[src/rtl/l2_fetch_arbiter.sv]
// Round-robin arbiter sharing one L2 line-fetch port between NREQ L1 requesters.
// One outstanding L2 transaction at a time; the returned line goes to the granted requester only.
module l2_fetch_arbiter #(
    parameter int NREQ                    = 2,
    parameter int PHYSICAL_ADDRESS_LENGTH = 56,
    parameter int LINE_WIDTH              = 64
) (
    input  logic                                    clk,
    input  logic                                    reset,
    input  logic [NREQ-1:0]                         req,
    input  logic [NREQ*PHYSICAL_ADDRESS_LENGTH-1:0] req_addr,
    output logic [NREQ-1:0]                         req_done,
    output logic [LINE_WIDTH-1:0]                   req_data,
    output logic                                    l2_req,
    output logic [PHYSICAL_ADDRESS_LENGTH-1:0]      l2_addr,
    input  logic                                    l2_done,
    input  logic [LINE_WIDTH-1:0]                   l2_data,
    output logic [$clog2(NREQ)-1:0]                 grant_id,
    output logic                                    busy
);
    localparam int IDW = $clog2(NREQ);
    localparam int PAL = PHYSICAL_ADDRESS_LENGTH;

    localparam logic [1:0] IDLE = 2'd0;
    localparam logic [1:0] WAIT = 2'd1;
    localparam logic [1:0] RESP = 2'd2;

    logic [1:0]     state;
    logic [IDW-1:0] ptr;
    logic [IDW-1:0] winner;
    logic [IDW-1:0] idx;
    logic           found;
    logic [PAL-1:0] addr_arr [NREQ];

    always_comb begin
        for (int i = 0; i < NREQ; i++) begin
            addr_arr[i] = req_addr[i*PAL +: PAL];
        end
    end

    // Cyclic search starting just after the last winner; the last winner itself is checked last.
    always_comb begin
        found  = 1'b0;
        winner = '0;
        idx    = '0;
        for (int k = 1; k <= NREQ; k++) begin
            idx = IDW'((int'(ptr) + k) % NREQ);
            if (!found && req[idx]) begin
                found  = 1'b1;
                winner = idx;
            end
        end
    end

    always_ff @(posedge clk) begin
        if (reset) begin
            state    <= IDLE;
            l2_req   <= 1'b0;
            l2_addr  <= '0;
            req_done <= '0;
            req_data <= '0;
            grant_id <= '0;
            busy     <= 1'b0;
            ptr      <= IDW'(NREQ - 1);
        end else begin
            case (state)
                IDLE: begin
                    if (found) begin
                        l2_addr  <= addr_arr[winner];
                        grant_id <= winner;
                        ptr      <= winner;
                        l2_req   <= 1'b1;
                        busy     <= 1'b1;
                        state    <= WAIT;
                    end
                end
                WAIT: begin
                    if (l2_done) begin
                        req_data <= l2_data;
                        req_done <= {{(NREQ-1){1'b0}}, 1'b1} << grant_id;
                        l2_req   <= 1'b0;
                        state    <= RESP;
                    end
                end
                RESP: begin
                    // Extra cycle lets the completed requester drop req before the next arbitration.
                    req_done <= '0;
                    busy     <= 1'b0;
                    state    <= IDLE;
                end
                default: begin
                    state <= IDLE;
                end
            endcase
        end
    end

endmodule

[config.mk]
export PLATFORM = sky130hd
export DESIGN_NAME = l2_fetch_arbiter
export DESIGN_NICKNAME = d
export VERILOG_FILES = /design/src/rtl/l2_fetch_arbiter.sv
export SDC_FILE = /design/constraint.sdc
export NUM_CORES = 1
export LEC_CHECK = 0
export CORE_MARGIN = 1
export CORE_UTILIZATION = 38
export DETAILED_ROUTE_END_ITERATION = 12
export GPL_ROUTABILITY_DRIVEN = 0
export GPL_TIMING_DRIVEN = 1
export PLACE_DENSITY = 0.88
export SLEW_MARGIN = 20
export SYNTH_ARGS = -nofsm -noshare
export SYNTH_HDL_FRONTEND = slang
export SYNTH_SLANG_ARGS = --single-unit
export TNS_END_PERCENT = 20
[constraint.sdc]
create_clock -name clk -period 1.8 [get_ports clk]
set_input_delay 0.36 -clock clk [delete_from_list [all_inputs] [get_ports clk]]
set_output_delay 0.36 -clock clk [all_outputs]
set_load 0.01 [all_outputs]
==> results of run 1 <==
cell usage in the layout, fill, tap and decap left out:
master / Yosys / final
clkdlybuf4s50_1: 0 / 304
nand2_1: 246 / 246
dfxtp_1: 128 / 128
a21oi_1: 125 / 125
a311oi_2: 40 / 40
clkbuf_16: 0 / 17
a311oi_1: 16 / 16
buf_4: 1 / 15
buf_12: 0 / 10
clkinvlp_4: 0 / 4
nand3_1: 3 / 3
bufinv_16: 0 / 3
clkinv_2: 0 / 3
nand3b_1: 2 / 2
nor2b_1: 2 / 2
a31oi_1: 2 / 2
a21bo_2: 2 / 2
inv_6: 0 / 2
and3b_2: 0 / 1
nor2_4: 0 / 1
or2_2: 0 / 1
and2_2: 0 / 1
a21boi_4: 0 / 1
nand2b_1: 1 / 1
inv_1: 1 / 1
o21ai_0: 1 / 1
nor2_1: 1 / 1
a221o_1: 1 / 1
clkbuf_8: 0 / 1
clkbuf_1: 29 / 1
clkinv_4: 0 / 1
cells by family (layout without fill, tap and decap cells):
kind of cell,Yosys count,after routing,synth area share
AOI/OAI and AO/OA,188,188,0.2686
and+or+nand+nor,259,259,0.1896
buffers and inverters,62,362,0.05768
DFF,128,128,0.4842
power by group through the flow:
stage,Combinational [mW],Clock (mW),Sequential [mW]
after floorplan,0.730,0,3.34
after global placement,1.85,0,3.24
after detailed placement,1.87,0,3.25
after CTS,1.89,3.56,3.19
after global routing,2.02,3.70,3.22
final,1.87,3.49,3.19
state kept, by name (all words and copies together), names as in the netlist:
signal and count:
l2_addr 56, busy 1, l2_req 1, req_data 64, req_done 2, state 2
ptr 1, grant_id 1
area by class of cell:
class,count,area (µm²),area share
flip-flops and latches,128,2562,0.2788
well taps,176,220.2,0.02396
clock inverters,13,161.4,0.01756
clock buffers,19,442.9,0.04820
repair buffers,329,3356,0.3651
multi-input cells,447,2444,0.2659
inverters,1,3.754,0.0004084
metal layers:
metal,wire (µm),share of wire,up-vias
met4,502,0.029,0
li1,-,-,2763
met5,0,0,-
met3,1592,0.092,39
met2,8493,0.49,273
met1,6644,0.39,2592
through the flow:
step	cells	total power [mW]
floorplan	637	4.068
global placement	1081	5.093
detailed placement	1081	5.123
CTS	1113	8.639
global route	1113	8.937
finish	1113	8.558
cells in the mapped netlist:
cell type    n
buf_4        1
nand2b_1     1
clkbuf_2     2
nor2b_1      2
a21bo_2      2
and2_1       1
o21ai_0      1
buf_6        5
a311oi_2    40
and3b_1      1
buf_1        1
buf_2       23
inv_1        1
nand3b_1     2
nor2_1       1
or2_1        1
a21oi_1    125
a31oi_1      2
a21boi_1     1
a311oi_1    16
nand3_1      3
dfxtp_1    128
nand2_1    246
nor2_2       1
a221o_1      1
clkbuf_1    29
final timing paths:
kind / start / end / slack (ps) / depth (start not counted)
worst min register to register: req_data[41] / req_data[41] / 450 / 2
worst min-delay path: reset / l2_addr[26] / 260 / 2
worst max register to register: state[1] / req_data[43] / 430 / 4
worst max-delay path: req_data[5] / req_data[5] / 90 / 1
==> flow_metrics.env, run 1 <==
export IMPL_critPathMaxFanout=2
export IMPL_top_usage_layer="met2"
export IMPL_yosys_area_top_type="dfxtp_1"
export IMPL_path_buf_inv=1
export IMPL_finalCriticalPeriod_ps=1712
export IMPL_core_area_um2=13400
export IMPL_clock_sinks=128
export IMPL_drv_slew=0
export IMPL_fmax_mhz=584.0
export IMPL_syn_cell_area_um2=5293
export IMPL_grt_use_met3=0.08603
export IMPL_io_pins=306
export IMPL_grt_use_total=0.2394
export IMPL_rsz0062_at_grt="no"
export IMPL_arrival_ps=1350
export IMPL_met1_usage=0.2648
export IMPL_die_area_um2=14400
export IMPL_p_leak_nw=3.323
export IMPL_port_buffers=305
export IMPL_die_h_um=120.0
export IMPL_grt_max_degree=71
export IMPL_antenna_left=0
export IMPL_clockPowerShare=0.408
export IMPL_fill_cells=1037
export IMPL_insertion_delay_ps=410
export IMPL_vias=5667
export IMPL_synth_distinct_cells=26
export IMPL_synth_nets=818
export IMPL_cts_clk_slew_worst_paths_ps=60
export IMPL_utilization=0.6858
export IMPL_ctsHoldBuffers=0
export IMPL_peakVddDrop_v=0.0005580
export IMPL_grt_pass1_wl_mm=27.23
export IMPL_end_kind="output pin"
export IMPL_seq_area_frac_synth=0.4842
export IMPL_crit_type="register to output pin"
export IMPL_stdcell_area_um2=9190
export IMPL_cts_root_buffer="clkbuf_16"
export IMPL_antenna_found_initial=0
export IMPL_whs_ps=262.7
export IMPL_max_stage_delay_ps=560
export IMPL_cts_tree="built"
export IMPL_crit_family="buffers and inverters"
export IMPL_drive_above_1_share=0.1099
export IMPL_post_cts_buffers=0
export IMPL_diodes=0
export IMPL_cap_violations=0
export IMPL_ys_ff_latch=128
export IMPL_cts_max_level=4
export IMPL_powerDensity_nw_per_um2=931.2
export IMPL_cts_buffers=17
export IMPL_synth_top_area_frac=0.4842
export IMPL_power_frac_seq=0.373
export IMPL_pwr_share_comb=0.219
export IMPL_worstPathRequired_ps=1440
export IMPL_hold_viol=0
export IMPL_setup_viol=0
export IMPL_routed_via_density=5.092
export IMPL_fin_nets=1105
export IMPL_drtIter0Drc=311
export IMPL_dpl_cell_area_um2=8586
export IMPL_fin_ws_ps=87.78
export IMPL_grt_pass1_vias=5590
export IMPL_die_x_um=120.0
export IMPL_p_int_mw=6.332
export IMPL_use_met2=0.4120
export IMPL_crit_slowest_cell="clkdlybuf4s50_1"
export IMPL_drc_errors=0
export IMPL_syn_to_final_growth_pct=73.64
export IMPL_dr_pass1_iters=5
export IMPL_wl_per_cell_um=15.48
export IMPL_gr_total_overflow=0
export IMPL_tns_ps=0
export IMPL_post_route_period_util=0.9512
export IMPL_num_rows=42
export IMPL_finalWirelength_mm=17.23
export IMPL_max_slew_margin_rel=0.7901
export IMPL_yosysWarnings=0
export IMPL_preCtsSetupSlack_ps=-112.2
export IMPL_worstPathCellList="clkdlybuf4s50_1"
export IMPL_switching_share=0.2600
export IMPL_avgSynthCellArea_um2=8.309
export IMPL_min_path_type="primary input to register"
export IMPL_initial_core_util=0.3950
export IMPL_syn_instance_count=637
export IMPL_ys_top_cells_by_area="dfxtp_1 48%, nand2_1 17%, a21oi_1 12%, a311oi_2 11%, a311oi_1 2.6%"
export IMPL_fin_skew_ps=5.459
export IMPL_status="finished clean"
export IMPL_switchingPower_mw=2.225
export IMPL_clockBufferDepth=2
export IMPL_cts_resized=0
export IMPL_worst_pin_slew_ps=314.4
export IMPL_cp_start_kind="register"
export IMPL_dp_hpwl_mm=12.15
No activity file was read; power rests on OpenSTA's default activity.
==> run 2, diff against run 1 <==
Settings changed: PLACE_DENSITY 0.88 to unset, PLACE_DENSITY_LB_ADDON set to 0.3, TNS_END_PERCENT 20 to 100.
==> run 2 against run 1 <==
Sequential power barely moved; critical path depth did not move; clock power fell by 7.4%; global-route usage rose by 0.83 points; design area fell by 0.41%; clock-buffer cell count rose by 1; total power fell by 2.8%; final cell count barely moved; routed wire length rose by 2.5%; largest cell class unchanged.
==> flow_metrics.env, run 2 (synthesis results as in run 1) <==
export IMPL_status="finished clean"
export IMPL_port_buffers=305
export IMPL_crit_slowest_cell="clkdlybuf4s50_1"
export IMPL_preCtsSetupSlack_ps=-150.8
export IMPL_seqCellArea_um2=2562
export IMPL_drc_errors=0
export IMPL_peakVddDrop_v=0.0005800
export IMPL_crit_cells=1
export IMPL_rsz0062_at_grt="no"
export IMPL_layout_commonest_cell="clkdlybuf4s50_1"
export IMPL_cp_startpoint="req_done[0]"
export IMPL_multi_input_area_um2=2444
export IMPL_worstPathCellList="clkdlybuf4s50_1"
export IMPL_fmax_mhz=581.0
export IMPL_drive_above_1_share=0.1068
export IMPL_regMostFlops="req_data"
export IMPL_fin_nets=1105
export IMPL_post_route_period_util=0.9562
export IMPL_wl_per_cell_um=15.89
export IMPL_die_area_um2=14400
export IMPL_finalCriticalPeriod_ps=1721
export IMPL_drtIter0Drc=428
export IMPL_cts_clk_slew_worst_paths_ps=60
export IMPL_dr_pass1_iters=4
export IMPL_utilization=0.6830
export IMPL_largest_reg_flops=64
export IMPL_syn_to_final_growth_pct=72.93
export IMPL_switchingPower_mw=2.175
export IMPL_hold_viol=0
export IMPL_cts_root_buffer="clkbuf_16"
export IMPL_grt_use_total=0.2478
export IMPL_clockBufferDepth=2
export IMPL_fin_ws_ps=78.86
export IMPL_reg2reg_depth=4
export IMPL_powerDensity_nw_per_um2=908.9
export IMPL_io_pins=306
export IMPL_cap_violations=0
export IMPL_stdcell_area_um2=9153
export IMPL_antenna_found_initial=0
export IMPL_dpl_cell_area_um2=8598
export IMPL_die_h_um=120.0
export IMPL_finalWirelength_mm=17.67
export IMPL_cts_tree="built"
export IMPL_cp_start_kind="register"
export IMPL_clock_sinks=128
export IMPL_power_frac_seq=0.384
export IMPL_cts_resized=0
export IMPL_worst_pin_slew_ps=361.7
export IMPL_antenna_left=0
export IMPL_arrival_ps=1360
export IMPL_grt_max_degree=58
export IMPL_post_cts_buffers=0
export IMPL_min_path_type="primary input to register"
export IMPL_cts_buffers=17
export IMPL_reg_top3="req_data: 64 flops, l2_addr: 56 flops"
export IMPL_vias=5568
export IMPL_drv_slew=0
export IMPL_cts_max_level=4
export IMPL_end_kind="output pin"
export IMPL_die_x_um=120.0
export IMPL_p_leak_nw=3.312
export IMPL_insertion_delay_ps=410
export IMPL_setup_viol=0
export IMPL_crit_family="buffers and inverters"
export IMPL_path_buf_inv=1
export IMPL_crit_type="register to output pin"
export IMPL_routed_via_density=5.007
export IMPL_grt_pass1_wl_mm=27.66
export IMPL_dp_hpwl_mm=12.39
export IMPL_max_slew_margin_rel=0.7589
export IMPL_fill_cells=1113
export IMPL_core_area_um2=13400
export IMPL_critPathMaxFanout=3
export IMPL_diodes=0
export IMPL_switching_share=0.2614
export IMPL_initial_core_util=0.3950
export IMPL_reg2reg_from="state[1]"
export IMPL_clockPowerShare=0.388
export IMPL_grt_pass1_vias=5358
export IMPL_fin_skew_ps=5.100
export IMPL_p_int_mw=6.144
export IMPL_hold_depth=2
export IMPL_gr_total_overflow=0
export IMPL_mostFrequentLayoutCells="304 x clkdlybuf4s50_1, 246 x nand2_1, 128 x dfxtp_1, 125 x a21oi_1, 40 x a311oi_2"
export IMPL_pwr_share_comb=0.228
export IMPL_hold_start="reset"
export IMPL_ctsHoldBuffers=0
export IMPL_num_rows=42
export IMPL_worstPathRequired_ps=1440
export IMPL_max_stage_delay_ps=600
run 2: changes by cell type in the layout (fill, tap and decap cells not counted), sizes merged:
cell      before  now
bufinv         3    2
clkbuf        19   20
clkinv         4    7
clkinvlp       4    2
inv            3    1
run 2: worst paths after layout:
| check | to | slack, ps |
|---|---|---|
| max reg2reg | ptr | 440 |
| min reg2reg | req_data[33] | 450 |
| max | req_done[0] | 80 |
| min | req_data[19] | 330 |
run 2: stage by stage:
stage          setup TNS [ps]  cells  hold WS (ps)  power (mW)
2_1_floorplan               0    637         480.5       4.068
3_3_place_gp            -3790   1081         441.4       5.125
3_5_place_dp            -4732   1081         446.0       5.150
4_1_cts                     0   1112         326.3       8.397
5_1_grt                     0   1112         353.2       8.690
6_report                    0   1112         331.5       8.319
run 2: cell type report:
cell class / count / area share
sequential: 128 / 0.2800
clock buffer: 20 / 0.04771
tap: 176 / 0.02406
timing repair buffer: 329 / 0.3680
multi-input combinational: 447 / 0.2670
inverter: 1 / 0.0004101
clock inverter: 11 / 0.01285
run 2: power by group through the flow:
stage          clock network [mW]  registers [mW]  logic [mW]
4_1_cts                      3.29            3.19        1.91
3_5_place_dp                    0            3.25        1.90
6_report                     3.23            3.19        1.89
3_3_place_gp                    0            3.25        1.88
2_1_floorplan                   0            3.34       0.730
5_1_grt                      3.42            3.22        2.04
run 2: per-layer routing:
layer  track usage  vias to the layer above  wire, µm
met4        0.1164                        0       566
li1              -                     2762         -
met1        0.2729                     2528      6919
met5             0                        -         0
met3       0.08888                       39      1511
met2        0.4221                      239      8669
